[src/rtl/op_dispatcher_pkg.sv]
// op_dispatcher shared definitions: FSM state type,
// opcode constants and the CeilLog2 sizing helper.
package op_dispatcher_pkg;

  typedef enum logic [2:0] {
    S_IDLE   = 3'd0,
    S_LAUNCH = 3'd1,
    S_RUN    = 3'd2,
    S_ABORT  = 3'd3,
    S_RESP   = 3'd4
  } dispatch_state_t;

  localparam logic [1:0] OPC_DIV     = 2'b00;
  localparam logic [1:0] OPC_SQRT    = 2'b01;
  localparam logic [1:0] OPC_MUL     = 2'b10;
  localparam logic [1:0] OPC_ILLEGAL = 2'b11;

  function automatic int CeilLog2(input int n);
    int r;
    r = 0;
    for (int i = 0; i < 31; i++) begin
      if ((1 << i) < n) r = i + 1;
    end
    return r;
  endfunction

endpackage

[src/rtl/op_dispatcher_counter.sv]
// CounterWithLoad: loadable up-counter for the RUN timeout.
// Only built when DISPATCH_TIMEOUT_EN is defined.
`ifdef DISPATCH_TIMEOUT_EN
module CounterWithLoad #(
  parameter int WIDTH = 4
) (
  input  logic             clk,
  input  logic             rst_n,
  input  logic             i_load,
  input  logic [WIDTH-1:0] i_load_val,
  input  logic             i_en,
  output logic [WIDTH-1:0] o_count
);

  logic [WIDTH-1:0] r_count;

  always_ff @(posedge clk or negedge rst_n) begin
    if (!rst_n) begin
      r_count <= '0;
    end else if (i_load) begin
      r_count <= i_load_val;
    end else if (i_en) begin
      r_count <= r_count + 1'b1;
    end
  end

  assign o_count = r_count;

endmodule
`endif

[src/rtl/op_dispatcher.sv]
// op_dispatcher: accepts opcode/operand commands and drives a control unit.
// DISPATCH_TIMEOUT_EN enables the RUN timeout and ABORT path.
module op_dispatcher
  import op_dispatcher_pkg::*;
#(
  parameter int WORD_LENGHT    = 4,
  parameter int TIMEOUT_CYCLES = 2*WORD_LENGHT+10+WORD_LENGHT/2
) (
  input  logic                     clk,
  input  logic                     rst,
  input  logic                     req_valid,
  output logic                     req_ready,
  input  logic [1:0]               req_opc,
  input  logic [WORD_LENGHT-1:0]   req_a,
  input  logic [WORD_LENGHT-1:0]   req_b,
  output logic                     start,
  output logic                     sync_rst,
  output logic [1:0]               opc_code,
  output logic [WORD_LENGHT-1:0]   operand_a,
  output logic [WORD_LENGHT-1:0]   operand_b,
  input  logic                     op_done,
  input  logic [2*WORD_LENGHT-1:0] result_in,
  output logic                     rsp_valid,
  input  logic                     rsp_ready,
  output logic [2*WORD_LENGHT-1:0] rsp_result,
  output logic                     rsp_error,
  output logic                     busy
);

  dispatch_state_t r_state;
  dispatch_state_t w_next;
  logic            w_accept;
  logic            w_illegal;
  logic            w_done;
  logic            w_timeout;

  assign req_ready = (r_state == S_IDLE);
  assign start     = (r_state == S_LAUNCH) || (r_state == S_ABORT);
  assign sync_rst  = (r_state == S_ABORT);
  assign rsp_valid = (r_state == S_RESP);
  assign busy      = (r_state != S_IDLE);

  assign w_accept  = req_valid && req_ready;
  assign w_illegal = (req_opc == OPC_ILLEGAL);
  assign w_done    = (r_state == S_RUN) && op_done;

`ifdef DISPATCH_TIMEOUT_EN
  localparam int CW = CeilLog2(TIMEOUT_CYCLES+1);

  logic [CW-1:0] w_count;
  logic          w_cnt_load;
  logic          w_cnt_en;

  assign w_cnt_load = (r_state == S_LAUNCH);
  assign w_cnt_en   = (r_state == S_RUN);

  CounterWithLoad #(.WIDTH(CW)) u_tmo (
    .clk        (clk),
    .rst_n      (rst),
    .i_load     (w_cnt_load),
    .i_load_val ({CW{1'b0}}),
    .i_en       (w_cnt_en),
    .o_count    (w_count)
  );

  assign w_timeout = (w_count == CW'(TIMEOUT_CYCLES-1));
`else
  assign w_timeout = 1'b0;
`endif

  always_ff @(posedge clk or negedge rst) begin
    if (!rst) begin
      r_state <= S_IDLE;
    end else begin
      r_state <= w_next;
    end
  end

  always_ff @(posedge clk or negedge rst) begin
    if (!rst) begin
      opc_code   <= '0;
      operand_a  <= '0;
      operand_b  <= '0;
      rsp_result <= '0;
      rsp_error  <= 1'b0;
    end else begin
      if (w_accept) begin
        opc_code  <= req_opc;
        operand_a <= req_a;
        operand_b <= req_b;
      end
      if (w_accept && w_illegal) begin
        rsp_result <= '0;
        rsp_error  <= 1'b1;
      end else if (w_done) begin
        rsp_result <= result_in;
        rsp_error  <= 1'b0;
      end else if (r_state == S_ABORT) begin
        rsp_result <= '0;
        rsp_error  <= 1'b1;
      end
    end
  end

  always_comb begin
    w_next = r_state;
    unique case (r_state)
      S_IDLE: begin
        if (req_valid) begin
          unique case (req_opc)
            OPC_DIV,
            OPC_SQRT,
            OPC_MUL:     w_next = S_LAUNCH;
            OPC_ILLEGAL: w_next = S_RESP;
            default:     w_next = S_IDLE;
          endcase
        end
      end
      S_LAUNCH: w_next = S_RUN;
      S_RUN: begin
        // op_done beats a timeout in the same cycle
        if (op_done)        w_next = S_RESP;
        else if (w_timeout) w_next = S_ABORT;
      end
      S_ABORT: w_next = S_RESP;
      S_RESP: begin
        if (rsp_ready) w_next = S_IDLE;
      end
      default: w_next = S_IDLE;
    endcase
  end

endmodule

[config.mk]
export PLATFORM = sky130hd
export DESIGN_NAME = op_dispatcher
export DESIGN_NICKNAME = d
export VERILOG_FILES = /design/src/rtl/op_dispatcher_pkg.sv /design/src/rtl/op_dispatcher_counter.sv /design/src/rtl/op_dispatcher.sv
export SDC_FILE = /design/constraint.sdc
export NUM_CORES = 1
export LEC_CHECK = 0
export ABC_AREA = 1
export BUFFER_PORTS_ARGS = -buffer_cell sky130_fd_sc_hd__buf_2
export CORE_UTILIZATION = 44
export CTS_CLUSTER_DIAMETER = 50
export DETAILED_ROUTE_END_ITERATION = 10
export GPL_ROUTABILITY_DRIVEN = 0
export PLACE_DENSITY_LB_ADDON = 0.12
export SYNTH_ARGS = -nofsm -noshare
export SYNTH_HDL_FRONTEND = slang
export SYNTH_SLANG_ARGS = --single-unit
[constraint.sdc]
create_clock -name clk -period 1.4 [get_ports clk]
set_input_delay 0.35 -clock clk [delete_from_list [all_inputs] [get_ports clk]]
set_output_delay 0.35 -clock clk [all_outputs]
set_load 0.1 [all_outputs]
; ---- After elaboration in Yosys (flattened, before gate mapping)
; Cells that the tools add are included.
[word_totals]
ff_bits = 22
in_bits = 23
word_cells = 37
output_inout_bits = 24
[classes]
n_reduce_logical = 10
mux = 11
n_eq_ne = 10
[ops]
columns = operator, n
row1 = 8-bit two-way mux, 3
row2 = 3-bit one-hot mux with 5 select lines, 1
row3 = 3-bit two-way mux, 3
row4 = "3-bit by 2-bit equality test with 1-bit output, second input constant", 2
row5 = 3-bit one-hot mux with 2 select lines, 1
row6 = 3-bit nonzero test, 2
row7 = "2-bit equality test, second input constant", 2
row8 = "2-bit != test, second input constant", 2
row9 = "3-bit by 1-bit equality test with 1-bit output, second input constant", 1
row10 = "3-bit equality test, second input constant", 1
row11 = 1-bit logical AND, 3
row12 = 3-bit zero test, 1
row13 = 1-bit two-way mux, 3
row14 = 3-bit AND reduction, 1
row15 = 3-bit OR reduction, 1
row16 = "2-bit by 1-bit equality test with 1-bit output, second input constant", 1
row17 = 2-bit zero test, 1
row18 = "2-bit by 1-bit != test with 1-bit output, second input constant", 1
row19 = 1-bit logical OR, 1

; ---- Depth between registers and ports, before layout
[logic_depth]
depth_word = 5
ltp_mapped = 6
depth_no_buf = 6

; ---- Least setup slack after synthesis
; OpenSTA, ideal clock, no wires.
[synth_timing]
path_kind = register -> output
startpoint = register r_state[0]
endpoint = output sync_rst
slack_ns = -1.524
stages_incl_launch_ff = 3
required_time_ns = 1.050
n_path_buf = 0
arrival_ns = 2.574
cell_sequence = dfrtp_1 -> inv_1 -> nor3_1
[synth_between]
elab_chain_len = 1
[synth_rtl]
columns = item, line_no
row1 = start: declaration, op_dispatcher.sv:30  ; dispatch_state_t r_state;
row2 = start signal: assignment, op_dispatcher.sv:75  ; r_state <= w_next;
row3 = 3-bit by 2-bit equality test with 1-bit output, op_dispatcher.sv:39  ; assign sync_rst = (r_state == S_ABORT);
row4 = end: declaration, op_dispatcher.sv:17  ; output logic sync_rst,
; No other way between the ends.

; ---- Final worst setup path
[layout_timing]
startpoint = register r_state[1]
endpoint = output req_ready
[layout_between]
elab_chain_len = 1
[layout_rtl]
columns = item, line_no
row1 = 3-bit zero test, op_dispatcher.sv:37  ; assign req_ready = (r_state == S_IDLE);
row2 = end: declaration, op_dispatcher.sv:12  ; output logic req_ready,
; No other way between the ends.

==> impl_metrics.json <==
{
  "status": "complete, but fails checks",
  "violations": "setup timing",
  "syn-num-nets": 134,
  "nets": 192,
  "maxCapViolations": 0,
  "crit_buf_inv": 2,
  "finalSetupViolCount": 5,
  "maxSlewHeadroom_pct": 67.7,
  "synthMuxAreaShare_pct": 0,
  "cts_num_sinks": 22,
  "fp.dieW_um": 49.0,
  "critPathLaunchType": "flip-flop",
  "coreArea_um2": 2020,
  "cp_cell_sequence": "nor3_4 > buf_6 > buf_12",
  "initial_core_util_pct": 48.0,
  "crit_path_max_incr_delay_ns": 0.45,
  "cp_slowest_cell": "dfrtp_2",
  "antenna_found_initial": 0,
  "syn_avg_cell_area_um2": 8.75,
  "area_delta_synth_final_pct": 80.0,
  "fin_crit_ns": 1.71,
  "die_area_um2": 2400,
  "first_pass_iters": 4,
  "max_slew.worst_pin.slew_ns": 0.485,
  "yosysWarnings": 0,
  "vias": 961,
  "wl_per_cell_um": 14.4,
  "synth_seq_area_share_pct": 56.7,
  "drc": 0,
  "drive_gt1_share_pct": 44.0,
  "clk_latency_ns": 0.32,
  "drt-vias-per-instance": 4.93,
  "drtIter0Drc": 18,
  "syn_inst": 111,
  "dp_hpwl_um": 1970,
  "slew_viol_final": 0,
  "drtAntennaViolNets": 0,
  "placed_area_um2": 1620,
  "cts_inserted_buffers": 3,
  "die_h_um": 49.0,
  "final_hold_viol_count": 0,
  "cp.arrival_ns": 1.36,
  "portBuffers": 46,
  "pre_cts_slack_ns": -0.0108,
  "syn_area_um2": 971,
  "max_freq_mhz": 586,
  "clockBufferDepth": 2,
  "grt_max_degree": 23,
  "worstPathMaxFanout": 2,
  "skew_ns": 0.00845,
  "critPathCaptureType": "output port",
  "grt_usage_pct": 25.5,
  "synth-simple-area-share_pct": 35.2,
  "clkSlewWorstSetupHoldPaths_ns": 0.13,
  "ys_seq_elements": 22,
  "yosys.area_share.adder_pct": 0,
  "synth-compound-area-share_pct": 0.773,
  "synth_cell_types": 16,
  "grt_overflow": 0,
  "num_rows": 16,
  "cts_root_buffer": "clkbuf_4",
  "worstPathRequired_ns": 1.05,
  "grt_pass1_vias": 962,
  "place_inst": 187,
  "grt_pass1_wl_um": 4580,
  "utilization_pct": 86.4,
  "fin_crit_sh_pct": 122,
  "num_antenna_cells": 0,
  "hold_class": "input pin to flip-flop",
  "cts_tree": "built",
  "worst_slack_ns": -0.307,
  "drt_wl_total_um": 2800,
  "rsz0062_at_grt": "yes",
  "final_area_um2": 1750,
  "synth_xor_area_share_pct": 0,
  "cp_top_family": "flip-flops",
  "worstSetupPathType": "flip-flop to output port",
  "ioPinCount": 47,
  "cts_max_level": 1,
  "fin_cells": 195,
  "synth_top_family_by_area": "simple AND/OR/NAND/NOR gates"
}
## flip-flops by register name, indices dropped and copies added (netlist names)
| register | flops |
|---|---|
| opc_code | 2 |
| operand_a | 4 |
| operand_b | 4 |
| r_state | 3 |
| rsp_error | 1 |
| rsp_result | 8 |
## layout make-up
type	instances	area [µm²]
clock inverter	1	30.0
fill	110	274
timing repair buffer	57	689
sequential	22	554
clock buffer	3	22.5
tap	27	33.8
inverter	8	33.8
multi-input combinational	77	384
## layer usage
metal / global-route usage (%) / up-vias / wire length [µm]
met3: 4.67 / 5 / 111
met1: 33.0 / 457 / 1150
met4: 8.82 / 0 / 38
met5: 0 / - / 0
li1: - / 466 / -
met2: 42.8 / 33 / 1500
## through the flow
stage	hold WS, ns	TNS [ns]
final	0.223	-1.39
after floorplan	0.0544	-1.48
after CTS	0.225	-1.38
after detailed placement	0.339	-0.0148
after global placement	0.337	0
after global routing	0.231	-1.66
## worst min-delay path, delay by kind of cell
kind                   cells  cell delay, ns
AND/OR/NAND/NOR            2            0.09
buffers and inverters      1            0.07
## Yosys cell counts, drive strengths merged
cell	n	share of area [%]
buf	3	2.8
clkbuf	1	1.4
dfrtp	22	57
inv	8	3.1
nand2	46	18
nand3	22	11
nand3b	1	0.77
nand4	1	0.64
nor2	3	1.2
nor3	3	3.2
o211ai	1	0.77
## what timing repair did
action                                 CTS  global route
hold buffers                             1             0
endpoints found under the hold margin   22             0
setup endpoints to repair                5            25
buffers inserted                         2             2
pin swaps                                3             3
gates resized for setup                  7             6
## kinds of logic (layout without fill, tap and decap cells)
logic type             Yosys count  in the layout
DFF                             22             22
and+or+nand+nor                 76             76
AOI/OAI and AO/OA                1              1
buffers and inverters           12             69
## final timing paths
kind | from | to | slack, ns | cells after the start
max reg2reg | r_state[1] | operand_a[2] | 0.06 | 6
max | r_state[1] | req_ready | -0.31 | 3
min | result_in[5] | rsp_result[5] | 0.22 | 3
min reg2reg | operand_a[0] | operand_a[0] | 0.55 | 2
min in group asynchronous | rst | operand_a[0] | 0.51 | 2
max in group asynchronous | rst | r_state[0] | 0.53 | 2
## cells in the final DEF, fill, tap and decap left out, types with 3 or more instances in the layout
master,netlist,routed
buf_12,0,23
buf_2,1,22
buf_4,0,5
buf_6,2,5
clkbuf_4,0,3
dfrtp_1,22,19
dfrtp_2,0,3
inv_1,7,4
inv_2,1,3
nand2_1,45,44
nand3_1,22,22
nor3_4,1,3
Power is left out: the tool's default activity adds up to more than one toggle a clock period on the data nets, which glitch-free logic cannot reach.
